$ cat src/rtl/uart_tx_buffered_if.sv
// Host-side enqueue handshake for uart_tx_buffered.
// The master offers P_DATA with Data_Valid; the slave accepts while Data_Ready.
interface uart_tx_buffered_if #(
    parameter int DATA_WD = 8
);
    logic [DATA_WD-1:0] P_DATA;
    logic               Data_Valid;
    logic               Data_Ready;

    modport master (
        output P_DATA,
        output Data_Valid,
        input  Data_Ready
    );

    modport slave (
        input  P_DATA,
        input  Data_Valid,
        output Data_Ready
    );
endinterface

$ cat src/rtl/uart_tx_buffered.sv
// Buffered UART transmitter: FIFO, runtime prescaler, parity, one/two stop bits.
// Optional line-break support is enabled by defining UART_TX_BREAK_EN.
module uart_tx_buffered #(
    parameter int DATA_WD     = 8,
    parameter int FIFO_DEPTH  = 4,
    parameter int PRESCALE_WD = 8
) (
    input  logic                         CLK,
    input  logic                         RST,
    uart_tx_buffered_if.slave            bus,
    input  logic                         PAR_EN,
    input  logic                         PAR_TYP,
    input  logic                         STOP2,
    input  logic [PRESCALE_WD-1:0]       PRESCALE,
`ifdef UART_TX_BREAK_EN
    input  logic                         break_req,
`endif
    output logic                         TX_OUT,
    output logic                         busy,
    output logic [$clog2(FIFO_DEPTH):0]  fifo_count
);
    localparam int AW = $clog2(FIFO_DEPTH);
    localparam int BW = $clog2(DATA_WD);
    localparam logic [BW-1:0] LAST = BW'(DATA_WD - 1);

    typedef enum logic [2:0] {
        IDLE,
        START,
        DATA,
        PARITY,
`ifdef UART_TX_BREAK_EN
        BREAK,
        MARK,
`endif
        STOP
    } state_t;

    logic [DATA_WD-1:0]     mem [FIFO_DEPTH];
    logic [AW:0]            wptr;
    logic [AW:0]            rptr;
    logic                   full;
    logic                   empty;
    logic                   push;
    logic                   pop;
    logic [DATA_WD-1:0]     rd_data;

    state_t                 state;
    logic [PRESCALE_WD-1:0] cnt;
    logic [PRESCALE_WD-1:0] pre_q;
    logic [BW-1:0]          bit_idx;
    logic [DATA_WD-1:0]     shreg;
    logic                   par_bit;
    logic                   pe_q;
    logic                   s2_q;
    logic                   stop_idx;
    logic                   bit_end;
    logic                   stop_end;
    logic                   mark_end;
    logic                   brk;

    assign fifo_count     = wptr - rptr;
    assign full           = fifo_count == (AW+1)'(FIFO_DEPTH);
    assign empty          = wptr == rptr;
    assign bus.Data_Ready = !full;
    assign push           = bus.Data_Valid && !full;
    assign rd_data        = mem[rptr[AW-1:0]];

    assign bit_end  = cnt == pre_q;
    assign stop_end = (state == STOP) && bit_end && (!s2_q || stop_idx);

`ifdef UART_TX_BREAK_EN
    assign brk      = break_req;
    assign mark_end = (state == MARK) && bit_end;
`else
    assign brk      = 1'b0;
    assign mark_end = 1'b0;
`endif

    // A pending break wins over the FIFO only where it is sampled
    assign pop = !empty &&
                 ((((state == IDLE) || stop_end) && !brk) || mark_end);

    always_ff @(posedge CLK) begin
        if (push) begin
            mem[wptr[AW-1:0]] <= bus.P_DATA;
        end
    end

    always_ff @(posedge CLK) begin
        if (RST) begin
            wptr <= '0;
            rptr <= '0;
        end else begin
            if (push) begin
                wptr <= wptr + 1'b1;
            end
            if (pop) begin
                rptr <= rptr + 1'b1;
            end
        end
    end

    always_ff @(posedge CLK) begin
        if (RST) begin
            state    <= IDLE;
            TX_OUT   <= 1'b1;
            busy     <= 1'b0;
            cnt      <= '0;
            pre_q    <= '0;
            bit_idx  <= '0;
            shreg    <= '0;
            par_bit  <= 1'b0;
            pe_q     <= 1'b0;
            s2_q     <= 1'b0;
            stop_idx <= 1'b0;
        end else begin
            cnt <= bit_end ? '0 : cnt + 1'b1;
            if (pop) begin
                // Frame config is frozen here for the whole frame
                state    <= START;
                TX_OUT   <= 1'b0;
                busy     <= 1'b1;
                cnt      <= '0;
                shreg    <= rd_data;
                par_bit  <= (^rd_data) ^ PAR_TYP;
                pe_q     <= PAR_EN;
                s2_q     <= STOP2;
                pre_q    <= PRESCALE;
                stop_idx <= 1'b0;
            end else begin
                unique case (state)
`ifdef UART_TX_BREAK_EN
                    IDLE: begin
                        if (brk) begin
                            state  <= BREAK;
                            TX_OUT <= 1'b0;
                            busy   <= 1'b1;
                        end
                    end
                    BREAK: begin
                        if (!brk) begin
                            state  <= MARK;
                            TX_OUT <= 1'b1;
                            cnt    <= '0;
                            pre_q  <= PRESCALE;
                        end
                    end
                    MARK: begin
                        if (bit_end) begin
                            state <= IDLE;
                            busy  <= 1'b0;
                        end
                    end
`endif
                    START: begin
                        if (bit_end) begin
                            state   <= DATA;
                            bit_idx <= '0;
                            TX_OUT  <= shreg[0];
                            shreg   <= shreg >> 1;
                        end
                    end
                    DATA: begin
                        if (bit_end) begin
                            if (bit_idx == LAST) begin
                                if (pe_q) begin
                                    state  <= PARITY;
                                    TX_OUT <= par_bit;
                                end else begin
                                    state  <= STOP;
                                    TX_OUT <= 1'b1;
                                end
                            end else begin
                                bit_idx <= bit_idx + 1'b1;
                                TX_OUT  <= shreg[0];
                                shreg   <= shreg >> 1;
                            end
                        end
                    end
                    PARITY: begin
                        if (bit_end) begin
                            state  <= STOP;
                            TX_OUT <= 1'b1;
                        end
                    end
                    STOP: begin
                        if (bit_end) begin
                            if (s2_q && !stop_idx) begin
                                stop_idx <= 1'b1;
                            end else begin
                                stop_idx <= 1'b0;
`ifdef UART_TX_BREAK_EN
                                if (brk) begin
                                    state  <= BREAK;
                                    TX_OUT <= 1'b0;
                                end else
`endif
                                begin
                                    state <= IDLE;
                                    busy  <= 1'b0;
                                end
                            end
                        end
                    end
                    default: begin
                        state <= IDLE;
                    end
                endcase
            end
        end
    end
endmodule

$ cat src/flat_wrapper.sv
// flat-port wrapper written by rule: the top's interface ports become plain ports
module uart_tx_buffered_flat 
#(
    parameter int DATA_WD     = 8,
    parameter int FIFO_DEPTH  = 4,
    parameter int PRESCALE_WD = 8
)
  (CLK, RST, PAR_EN, PAR_TYP, STOP2, PRESCALE, TX_OUT, busy, fifo_count, bus_P_DATA, bus_Data_Valid, bus_Data_Ready);
  uart_tx_buffered_if #(.DATA_WD(DATA_WD)) bus_i ();
  input  logic CLK;
  input  logic RST;
  input  logic PAR_EN;
  input  logic PAR_TYP;
  input  logic STOP2;
  input  logic [PRESCALE_WD-1:0] PRESCALE;
  output logic TX_OUT;
  output logic busy;
  output logic [$clog2(FIFO_DEPTH):0] fifo_count;
  input wire logic [$bits(bus_i.P_DATA)-1:0] bus_P_DATA;
  input wire logic [$bits(bus_i.Data_Valid)-1:0] bus_Data_Valid;
  output wire logic [$bits(bus_i.Data_Ready)-1:0] bus_Data_Ready;
  assign bus_i.P_DATA = bus_P_DATA;
  assign bus_i.Data_Valid = bus_Data_Valid;
  assign bus_Data_Ready = bus_i.Data_Ready;
  uart_tx_buffered #(.DATA_WD(DATA_WD), .FIFO_DEPTH(FIFO_DEPTH), .PRESCALE_WD(PRESCALE_WD)) u_core (.CLK(CLK), .RST(RST), .bus(bus_i), .PAR_EN(PAR_EN), .PAR_TYP(PAR_TYP), .STOP2(STOP2), .PRESCALE(PRESCALE), .TX_OUT(TX_OUT), .busy(busy), .fifo_count(fifo_count));
endmodule
$ cat config.mk
export PLATFORM = sky130hd
export DESIGN_NAME = uart_tx_buffered_flat
export DESIGN_NICKNAME = d
export VERILOG_FILES = /design/src/rtl/uart_tx_buffered_if.sv /design/src/rtl/uart_tx_buffered.sv /design/src/flat_wrapper.sv
export SDC_FILE = /design/constraint.sdc
export NUM_CORES = 1
export LEC_CHECK = 0
export CORE_MARGIN = 2
export CORE_UTILIZATION = 61
export CTS_BUF_LIST = sky130_fd_sc_hd__clkbuf_4 sky130_fd_sc_hd__clkbuf_8 sky130_fd_sc_hd__clkbuf_16
export DETAILED_ROUTE_END_ITERATION = 16
export PLACE_DENSITY_LB_ADDON = 0.3
export SLEW_MARGIN = 20
export SYNTH_ARGS = -nofsm -noshare
export SYNTH_HDL_FRONTEND = slang
export SYNTH_SLANG_ARGS = --single-unit
export TNS_END_PERCENT = 1
$ cat constraint.sdc
create_clock -name CLK -period 7.56 [get_ports CLK]
set_clock_uncertainty 0.2 [all_clocks]
set_input_delay 1.134 -clock CLK [delete_from_list [all_inputs] [get_ports CLK]]
set_output_delay 1.134 -clock CLK [all_outputs]
set_load 0.02 [all_outputs]
# After elaboration in Yosys (flattened, before gate mapping)

Memories as Yosys holds them, arrays and structs flattened. A register that Yosys moved wholly into a read port is not among the register bits.
Index checks and enable logic that the tools add are counted.

Multiplexer cells: 34
Reductions and logical operators: 27
Equal/unequal tests: 23
Add/sub/neg operators: 5
Bitwise gates (word level): 2

Operator list:

| operator                                                              | count |
|---|---|
| 8-bit 2-to-1 mux                                                      | 4 |
| 3-bit 2-to-1 mux                                                      | 10 |
| 8-bit case mux with 2 select lines                                    | 1 |
| 3-bit by 1-bit != test with 1-bit output, second input constant       | 5 |
| 1-bit 2-to-1 mux                                                      | 14 |
| 2-bit by 1-bit != test with 1-bit output, second input constant       | 6 |
| 3-bit case mux with 4 select lines                                    | 1 |
| 6-bit AND reduction                                                   | 2 |
| 3-bit by 1-bit adder with 3-bit output, second input constant         | 3 |
| 3-bit equality test, second input constant                            | 3 |
| 8-bit by 1-bit adder with 8-bit output, second input constant         | 1 |
| 8-bit equality test                                                   | 1 |
| 4-bit AND reduction                                                   | 2 |
| 8-bit XOR reduction                                                   | 1 |
| 3-bit by 2-bit equality test with 1-bit output, second input constant | 2 |
| 3-bit by 2-bit != test with 1-bit output, second input constant       | 2 |
| 3-bit case mux with 2 select lines                                    | 1 |
| 2-bit nonzero test                                                    | 3 |
| 1-bit logical AND                                                     | 5 |
| 5-bit AND reduction                                                   | 1 |
| 1-bit logical NOT                                                     | 4 |
| 2-bit 2-to-1 mux                                                      | 2 |
| 2-bit != test, second input constant                                  | 2 |
| 4-bit nonzero test                                                    | 1 |
| other kinds (13)                                                      | 14 |

Word-level logic and storage cells: 106
Bits in writable memories: 32
Memories: 1
Input port bits: 22
Flip-flop bits (word level): 42

Memory list:

| memory     | words | bits a word | rd ports | clocked after memory_dff | write ports | RTL line               | text |
|---|---|---|---|---|---|---|---|
| u_core.mem | 4     | 8           | 1        | 1                        | 1           | uart_tx_buffered.sv:38 | `logic [DATA_WD-1:0] mem [FIFO_DEPTH];` |

# Logic depth before layout (Yosys ltp)

Gate-level depths: netlist of run 1.

Depth after elaboration: 7
Depth in mapped cells: 8
Depth with buffers taken out: 8

# Worst setup path before layout of run 1

No wires, ideal clock.

Kind: register to output
Start point: reg u_core.wptr[0]
End point: out bus_Data_Ready
Setup slack: 4.432 ns
Required time: 6.226 ns
Arrival: 1.794 ns
Buffers on the path: 0
Stages on the path, launching flop included: 6
Cell sequence: dfxtp_1 inv_1 ha_1 fa_1 xnor2_1 nand3_1

Word-level cells in the longest chain between the ends: 3

Ends and longest elaborated chain:

| element                | RTL line               | text |
|---|---|---|
| start, declared        | uart_tx_buffered.sv:39 | `logic [AW:0] wptr;` |
| start signal, assigned | uart_tx_buffered.sv:95 | `wptr <= wptr + 1'b1;` |
| 3-bit subtractor       | uart_tx_buffered.sv:61 | `assign fifo_count = wptr - rptr;` |
| net fifo_count[2]      | flat_wrapper.sv:18     | `output logic [$clog2(FIFO_DEPTH):0] fifo_count;` |
| 3-bit equality test    | uart_tx_buffered.sv:62 | `assign full = fifo_count == (AW+1)'(FIFO_DEPTH);` |
| 1-bit logical NOT      | uart_tx_buffered.sv:64 | `assign bus.Data_Ready = !full;` |
| end, declared          | flat_wrapper.sv:21     | `output wire logic [$bits(bus_i.Data_Ready)-1:0] bus_Data_Ready;` |

The timed path passes the listed nets, and every way through them passes these cells.

# Final worst setup path of run 1

Start point: reg u_core.wptr[0]
End point: out fifo_count[2]

Word-level cells in the longest chain between the ends: 1

Ends and longest elaborated chain:

| element          | RTL line |
|---|---|
| 3-bit subtractor | uart_tx_buffered.sv:61 |
| end, declared    | flat_wrapper.sv:18 |

Every way passes these cells.

==> results.yml, run 1 <==
detailed_routing:
  ant_nets: 0
  vias: 2142
  drtIter0Drc: 76
  wl_um: 5670
  drtPass1Iterations: 5
  vias_per_cell: 5.51
  drc_errors: 0
  wl_per_cell_um: 14.6
timing:
  worst_pin_slew_ns: 0.772
  final.setup.worst_slack_ns: 3.87
  clock.fmax_mhz: 271
  setup_viol: 0
  tns_ns: 0
  period_share: 0.488
  hold_ws_ns: 0.265
  rsz0062_at_grt: "false"
  finalHoldViolCount: 0
  slew_violations: 0
  min_period_ns: 3.69
  relSlewSlack: 0.486
synth:
  postSynthCellCount: 288
  syn_avg_cell_area_sq_um: 11.5
  yosys.area.top_type: "edfxtp_1"
  yosysWarnings: 0
  ys.flop_type: "dfxtp_1"
  async_reset_ff_frac: 0
  synth_top_area_share: 0.291
  ys_ff_latch: 76
  synth_most_common_cell: "dfxtp_1"
  synth_edf_count: 32
  synthDistinctLibCells: 40
  yosys-top-cells-count: "44 x dfxtp_1, 32 x edfxtp_1, 31 x nand2_1"
  synth-seq-area-share: 0.558
  syn_nets: 321
  synth_area_sq_um: 3300
  synthTopCellsByArea: "edfxtp_1 29%, dfxtp_1 27%, a21oi_1 4.1%"
floorplanning:
  initial_core_util: 0.638
  dieArea_sq_um: 6020
  io_pins: 28
  die_x_um: 77.6
  core_sq_um: 5170
  die_y_um: 77.6
  rows: 26
global_routing:
  grtUsageTotal: 0.213
  grt_max_degree: 37
  grt_pass1_wl_um: 9770
  antenna_found_initial: 0
  grt_pass1_vias: 2130
  grt_overflow: 0
power_and_ir_drop:
  p_leak_nw: 1.38
  irDropWorstVdd_mv: 0.202
  pwr-share-seq: 0.379
  power_frac_clock: 0.192
  p_int_uw: 980
  p_comb_frac: 0.430
  power.switching_uw: 605
  power_density_nw_per_um2: 416
  switching_share: 0.381
setup_path:
  path_max_fanout: 4
  cpPeakStageDelay_ns: 0.66
  cp.arrival_ns: 2.36
  crit_slowest_cell: "clkdlybuf4s50_1"
  critical-path-top-delay-family: "buffers and inverters"
  crit_path_cell_trace: "inv_1 > ha_1 > fa_1 > xnor2_1 > clkdlybuf4s50_1"
  cp-end-kind: "output pin"
  critPathKind: "flip-flop to output pin"
  cp-start-kind: "flip-flop"
  worstPathRequired_ns: 6.23
  path_buf_inv: 2
finish:
  layout.nets: 347
  area_growth_pct: 15.5
  diodes: 0
  drive_above_1_share: 0.0878
cts:
  post-cts-setup-buffers: 0
  numCtsBuffers: 9
  clock-root-buffer: "clkbuf_8"
  post_cts_resized: 0
  htreeDepth: 3
  cts_tree: "yes"
  clock_latency_ns: 0.35
  clk_pin_slew_ns: 0.08
  cts_max_path_buffers: 2
  cts_hold_buf: 0
  cts_sinks: 76
place:
  gp_congestion: 0.801
  portBuffers: 27
  detailed_place_hpwl_um: 3880
  place_worst_setup_slack_ns: 4.24
flow_run:
  cap_violations: 0
run_status:
  status: "finished, final reports clean"
hold_path:
  hp-class: "flip-flop to flip-flop"
[through the flow]
| step | util | total power, mW | cell area, sq um | instances |
|---|---|---|---|---|
| global placement | 0.697 | 1.27 | 3610 | 373 |
| floorplan | - | 1.13 | 3300 | 288 |
| finish | 0.737 | 1.58 | 3810 | 389 |
| global route | 0.737 | 1.70 | 3810 | 389 |
| CTS | 0.735 | 1.59 | 3800 | 389 |
| detailed placement | 0.697 | 1.28 | 3610 | 373 |
[metal layers]
metal / wire length [um] / global-route usage / vias to the layer above
met5: 0 / 0 / -
met4: 95 / 0.0857 / 0
met3: 212 / 0.0628 / 9
met2: 2920 / 0.362 / 48
met1: 2450 / 0.253 / 1008
li1: - / - / 1077
[tightest hold or removal path: stages, from the launching register on]
cell and delay (ns):
dfxtp_1 0.32, nand2_1 0.05, a21oi_1 0.05
[power by group through the flow]
stage	Combinational (mW)	Sequential, mW	Clock (mW)
after floorplan	0.543	0.583	0
after global placement	0.661	0.604	0
after detailed placement	0.673	0.609	0
after CTS	0.679	0.601	0.312
after global routing	0.765	0.612	0.327
final	0.681	0.600	0.304
[cell families after synthesis]
kind of cell / count (synthesis) / share of synthesized area
AOI/OAI and AO/OA: 48 / 0.0857
xor gates and xnor gates: 26 / 0.0754
adders and majority gates: 11 / 0.0440
buffers and inverters: 24 / 0.0315
DFF: 76 / 0.558
muxes: 12 / 0.0713
and+or+nand+nor: 91 / 0.134
[layout make-up]
type,count,area (sq um)
Clock buffer,9,124
Tap cell,70,87.6
Inverter,10,37.5
Timing Repair Buffer,29,285
Multi-Input combinational cell,188,1360
Fill cell,367,1360
Sequential cell,76,1840
Clock inverter,7,72.6
[path summary, 6_finish.rpt]
path	slack, ns	start	to	depth (start not counted)
setup / recovery	3.87	u_core.wptr[0]	fifo_count[2]	5
hold / removal	0.27	u_core.s2_q	u_core.s2_q	2
setup reg to reg	4.80	u_core.wptr[0]	u_core.wptr[2]	8
hold reg to reg	0.27	u_core.s2_q	u_core.s2_q	2
[flip-flops by register name, summed over array words and instances (netlist names), named ones only]
| register | flops |
|---|---|
| u_core.stop_idx | 1 |
| u_core.TX_OUT | 1 |
| u_core.wptr | 3 |
| u_core.s2_q | 1 |
| u_core.mem | 32 |
| u_core.state | 3 |
| u_core.pre_q | 8 |
| u_core.rptr | 3 |
| u_core.pe_q | 1 |
| u_core.shreg | 8 |
| u_core.cnt | 8 |
| u_core.par_bit | 1 |
| u_core.busy | 1 |
| u_core.bit_idx | 3 |
[layout by cell type (no fill, tap or decap), types with 2 or more instances in the layout]
master           count
o21ai_0              5
nor2_1              23
nand3_1              8
nor3_1               6
a21oi_1             27
a22oi_1              7
inv_1               10
clkbuf_8             9
clkdlybuf4s50_1     27
inv_6                2
and2_1               4
a31oi_1              2
ha_1                10
xnor2_1             12
xor2_1              12
nand2_1             31
mux4_1               4
nand2b_1             4
clkinvlp_4           2
dfxtp_1             44
edfxtp_1            32
mux2i_1              4
nor4_2               2
buf_4                2
nand3b_1             8
mux4_2               4
(Power assumes the default switching activity.)
==> run 2: changes to the inputs <==
--- a/config.mk
+++ b/config.mk
@@ -6,7 +6,7 @@
 export NUM_CORES = 1
 export LEC_CHECK = 0
 export CORE_MARGIN = 2
-export CORE_UTILIZATION = 61
+export CORE_UTILIZATION = 57
 export CTS_BUF_LIST = sky130_fd_sc_hd__clkbuf_4 sky130_fd_sc_hd__clkbuf_8 sky130_fd_sc_hd__clkbuf_16
 export DETAILED_ROUTE_END_ITERATION = 16
 export PLACE_DENSITY_LB_ADDON = 0.3
==> constraint.sdc (replaced) <==
create_clock -name CLK -period 3.7 [get_ports CLK]
set_clock_uncertainty 0.2 [all_clocks]
set_input_delay 0.555 -clock CLK [delete_from_list [all_inputs] [get_ports CLK]]
set_output_delay 0.555 -clock CLK [all_outputs]
set_load 0.02 [all_outputs]
==> results.yml, run 2 (synthesis results as in run 1) <==
global_routing:
  grt_pass1_wl_um: 9690
  grt_overflow: 0
  grtUsageTotal: 0.202
  grt_max_degree: 37
  antenna_found_initial: 0
  grt_pass1_vias: 2102
timing:
  slew_violations: 0
  tns_ns: 0
  finalHoldViolCount: 0
  setup_viol: 0
  min_period_ns: 3.09
  period_share: 0.834
  worst_pin_slew_ns: 0.813
  relSlewSlack: 0.458
  rsz0062_at_grt: "false"
  clock.fmax_mhz: 324
cts:
  cts_hold_buf: 0
  post-cts-setup-buffers: 0
  cts_tree: "yes"
  numCtsBuffers: 9
  clk_pin_slew_ns: 0.08
  clock_latency_ns: 0.34
  cts_max_path_buffers: 2
  cts_sinks: 76
  htreeDepth: 3
  clock-root-buffer: "clkbuf_8"
  post_cts_resized: 0
finish:
  diodes: 0
  multiInputGateArea_sq_um: 1360
  largest_reg_flops: 32
  layout_common_cells: "44 x dfxtp_1, 32 x edfxtp_1, 31 x nand2_1"
  layout_commonest_cell: "dfxtp_1"
  num-fill-cells: 442
  layout.nets: 348
  ff_latch_area_sq_um: 1840
  area_growth_pct: 14.9
  drive_above_1_share: 0.0875
floorplanning:
  rows: 27
  die_x_um: 80.1
  io_pins: 28
  dieArea_sq_um: 6420
  die_y_um: 80.1
  core_sq_um: 5540
  initial_core_util: 0.596
hold_path:
  hp-class: "flip-flop to flip-flop"
setup_path:
  cp.arrival_ns: 2.33
  cp-end-kind: "output pin"
  worstPathRequired_ns: 2.94
  cp-start-kind: "flip-flop"
  path_max_fanout: 4
  critPathKind: "flip-flop to output pin"
power_and_ir_drop:
  irDropWorstVdd_mv: 0.446
  power.total_mw: 3.16
  p_leak_nw: 1.38
  power_density_nw_per_um2: 833
detailed_routing:
  wl_per_cell_um: 14.5
  wl_um: 5680
  drc_errors: 0
  drtIter0Drc: 75
  vias: 2133
  ant_nets: 0
  vias_per_cell: 5.44
  drtPass1Iterations: 4
run_status:
  status: "finished, final reports clean"
place:
  gp_congestion: 0.781
  detailed_place_hpwl_um: 3910
  portBuffers: 27
flow_run:
  cap_violations: 0
==> run 2: cell types whose count changed in the layout (fill, tap and decap cells not counted) <==
cell,before,now
clkbuf_4,0,1
clkinvlp_4,2,1
clkinv_1,0,1
clkinv_4,0,3
buf_4,2,3
clkinvlp_2,1,0
inv_6,2,0
a21oi_2,1,2
bufinv_16,1,0
a21oi_4,1,0
==> run 2: area by class of cell <==
type                            count  area share
Clock inverter                      6      0.0112
Timing Repair Buffer               30      0.0772
Clock buffer                       10      0.0347
Tap cell                           72      0.0238
Inverter                           10     0.00990
Sequential cell                    76       0.486
Multi-Input combinational cell    188       0.357
==> run 2: stage by stage <==
step / std cells / utilization / instance area [sq um] / setup slack, ns / hold WS, ns
detailed placement: 376 / 0.653 / 3620 / 0.951 / 0.255
floorplan: 288 / - / 3300 / 1.08 / 0.237
global route: 392 / 0.684 / 3790 / 0.457 / 0.300
global placement: 376 / 0.653 / 3620 / 1.02 / 0.247
finish: 392 / 0.684 / 3790 / 0.613 / 0.267
CTS: 392 / 0.684 / 3790 / 0.591 / 0.266
==> run 2: final timing paths <==
check | start | to | slack, ns | depth (start not counted)
worst max-delay path | u_core.wptr[0] | fifo_count[2] | 0.61 | 5
worst min-delay path | u_core.s2_q | u_core.s2_q | 0.27 | 2
worst max register to register | u_core.wptr[0] | u_core.mem[3][6] | 0.92 | 6
worst min register to register | u_core.s2_q | u_core.s2_q | 0.27 | 2
==> run 2: metal layers <==
layer | routed length [um] | global-route usage | up-vias
met1 | 2510 | 0.248 | 1010
li1 | - | - | 1072
met5 | 0 | 0 | -
met4 | 134 | 0.119 | 0
met3 | 215 | 0.0449 | 12
met2 | 2820 | 0.325 | 39
==> run 2: report_power, final <==
group	internal [mW]	switching [mW]	leakage [nW]
Combinational	0.616	0.769	0.638
Sequential	1.08	0.145	0.653
Clock	0.251	0.295	0.0873
==> run 2: worst max-delay path: stages, from the launching register on <==
cell             delay [ns]
dfxtp_1                0.41
inv_1                  0.11
ha_1                   0.20
fa_1                   0.37
xnor2_1                0.25
clkdlybuf4s50_1        0.66
==> run 3: changes to the inputs <==
--- a/config.mk
+++ b/config.mk
@@ -6,7 +6,7 @@
 export NUM_CORES = 1
 export LEC_CHECK = 0
 export CORE_MARGIN = 2
-export CORE_UTILIZATION = 57
+export CORE_UTILIZATION = 51
 export CTS_BUF_LIST = sky130_fd_sc_hd__clkbuf_4 sky130_fd_sc_hd__clkbuf_8 sky130_fd_sc_hd__clkbuf_16
 export DETAILED_ROUTE_END_ITERATION = 16
 export PLACE_DENSITY_LB_ADDON = 0.3
==> constraint.sdc (replaced) <==
create_clock -name CLK -period 2.84 [get_ports CLK]
set_clock_uncertainty 0.2 [all_clocks]
set_input_delay 0.426 -clock CLK [delete_from_list [all_inputs] [get_ports CLK]]
set_output_delay 0.426 -clock CLK [all_outputs]
set_load 0.02 [all_outputs]
==> results.yml, run 3 (synthesis results as in run 1) <==
run_status:
  status: "finished, final reports clean"
detailed_routing:
  ant_nets: 0
  vias: 2126
  drc_errors: 0
  vias_per_cell: 5.32
  wl_um: 5580
  drtIter0Drc: 120
  drtPass1Iterations: 4
  wl_per_cell_um: 14.0
setup_path:
  worstPathRequired_ns: 2.21
  cp.arrival_ns: 2.09
  crit_slowest_cell: "fa_1"
  cp-end-kind: "output pin"
  cp-start-kind: "flip-flop"
  path_max_fanout: 4
  critPathKind: "flip-flop to output pin"
  crit_path_cell_trace: "inv_1 > ha_1 > fa_1 > xnor2_2 > nand3_1 > dlygate4sd2_1"
  cpPeakStageDelay_ns: 0.41
timing:
  slew_violations: 0
  finalHoldViolCount: 0
  worst_pin_slew_ns: 0.656
  setup_viol: 0
  relSlewSlack: 0.560
  rsz0062_at_grt: "false"
  clock.fmax_mhz: 369
  min_period_ns: 2.71
  period_share: 0.955
  tns_ns: 0
flow_run:
  cap_violations: 0
cts:
  clock_latency_ns: 0.34
  clk_pin_slew_ns: 0.08
  numCtsBuffers: 9
  cts_tree: "yes"
  cts_sinks: 76
  post-cts-setup-buffers: 0
  cts_max_path_buffers: 2
  htreeDepth: 3
  clock-root-buffer: "clkbuf_8"
place:
  portBuffers: 27
  detailed_place_hpwl_um: 3920
  gp_congestion: 0.713
finish:
  multiInputGateArea_sq_um: 1360
  area_growth_pct: 16.9
  layout_commonest_cell: "dfxtp_1"
  drive_above_1_share: 0.102
  largest_reg_flops: 32
  layout_common_cells: "44 x dfxtp_1, 32 x edfxtp_1, 31 x nand2_1"
  ff_latch_area_sq_um: 1840
  layout.nets: 351
  diodes: 0
  num-fill-cells: 521
power_and_ir_drop:
  power_density_nw_per_um2: 1110
  p_leak_nw: 1.43
  power.total_mw: 4.28
  irDropWorstVdd_mv: 0.765
floorplanning:
  core_sq_um: 6310
  dieArea_sq_um: 7130
  initial_core_util: 0.523
  io_pins: 28
  rows: 29
  die_x_um: 84.5
  die_y_um: 84.5
global_routing:
  grt_pass1_wl_um: 9660
  grtUsageTotal: 0.170
  antenna_found_initial: 0
  grt_max_degree: 36
  grt_pass1_vias: 2048
  grt_overflow: 0
hold_path:
  hp-class: "flip-flop to flip-flop"
==> run 3: worst paths after layout <==
kind                 endpoint  cells past startpoint      startpoint  slack (ns)
max            bus_Data_Ready                      6  u_core.wptr[0]        0.13
min               u_core.s2_q                      2     u_core.s2_q        0.26
max reg2reg  u_core.mem[0][4]                      7  u_core.wptr[0]        0.28
min reg2reg       u_core.s2_q                      2     u_core.s2_q        0.26
==> run 3: per-stage QoR <==
step / utilization / hold slack, ns / instances / setup slack, ns / cell area, sq um
after floorplan: - / 0.237 / 288 / 0.224 / 3300
after global placement: 0.577 / 0.249 / 384 / 0.310 / 3650
after detailed placement: 0.577 / 0.255 / 384 / 0.243 / 3650
after CTS: 0.610 / 0.267 / 400 / 0.0156 / 3850
after global routing: 0.611 / 0.299 / 400 / 0.00699 / 3860
final: 0.611 / 0.264 / 400 / 0.128 / 3860
==> run 3: metal layers <==
layer | vias to the layer above | wire (um) | track usage
li1 | 1075 | - | -
met1 | 1011 | 2650 | 0.230
met2 | 30 | 2700 | 0.272
met3 | 10 | 169 | 0.0334
met4 | 0 | 68 | 0.0693
met5 | - | 0 | 0
==> run 3: worst max-delay path, delay by kind of cell (launching register included) <==
kind	cells	cell delay [ns]
xor gates and xnor gates	1	0.21
adders and majority gates	2	0.61
buffers and inverters	2	0.43
DFF	1	0.40
and+or+nand+nor	1	0.10
==> run 3: final cells by class <==
| type | count | share of cell area |
|---|---|---|
| Clock buffer | 9 | 0.0321 |
| Clock inverter | 7 | 0.0214 |
| Inverter | 10 | 0.00972 |
| Multi-Input combinational cell | 188 | 0.353 |
| Sequential cell | 76 | 0.477 |
| Tap cell | 77 | 0.0250 |
| Timing Repair Buffer | 33 | 0.0817 |
==> run 3: power breakdown <==
group          switching [mW]  internal, mW
registers               0.186          1.41
logic                   0.997         0.835
clock network           0.428         0.419
==> run 3: timing repair <==
item	in CTS	in global routing
setup endpoints to repair	2	2
gates resized for setup	2	2
hold buffers	0	0
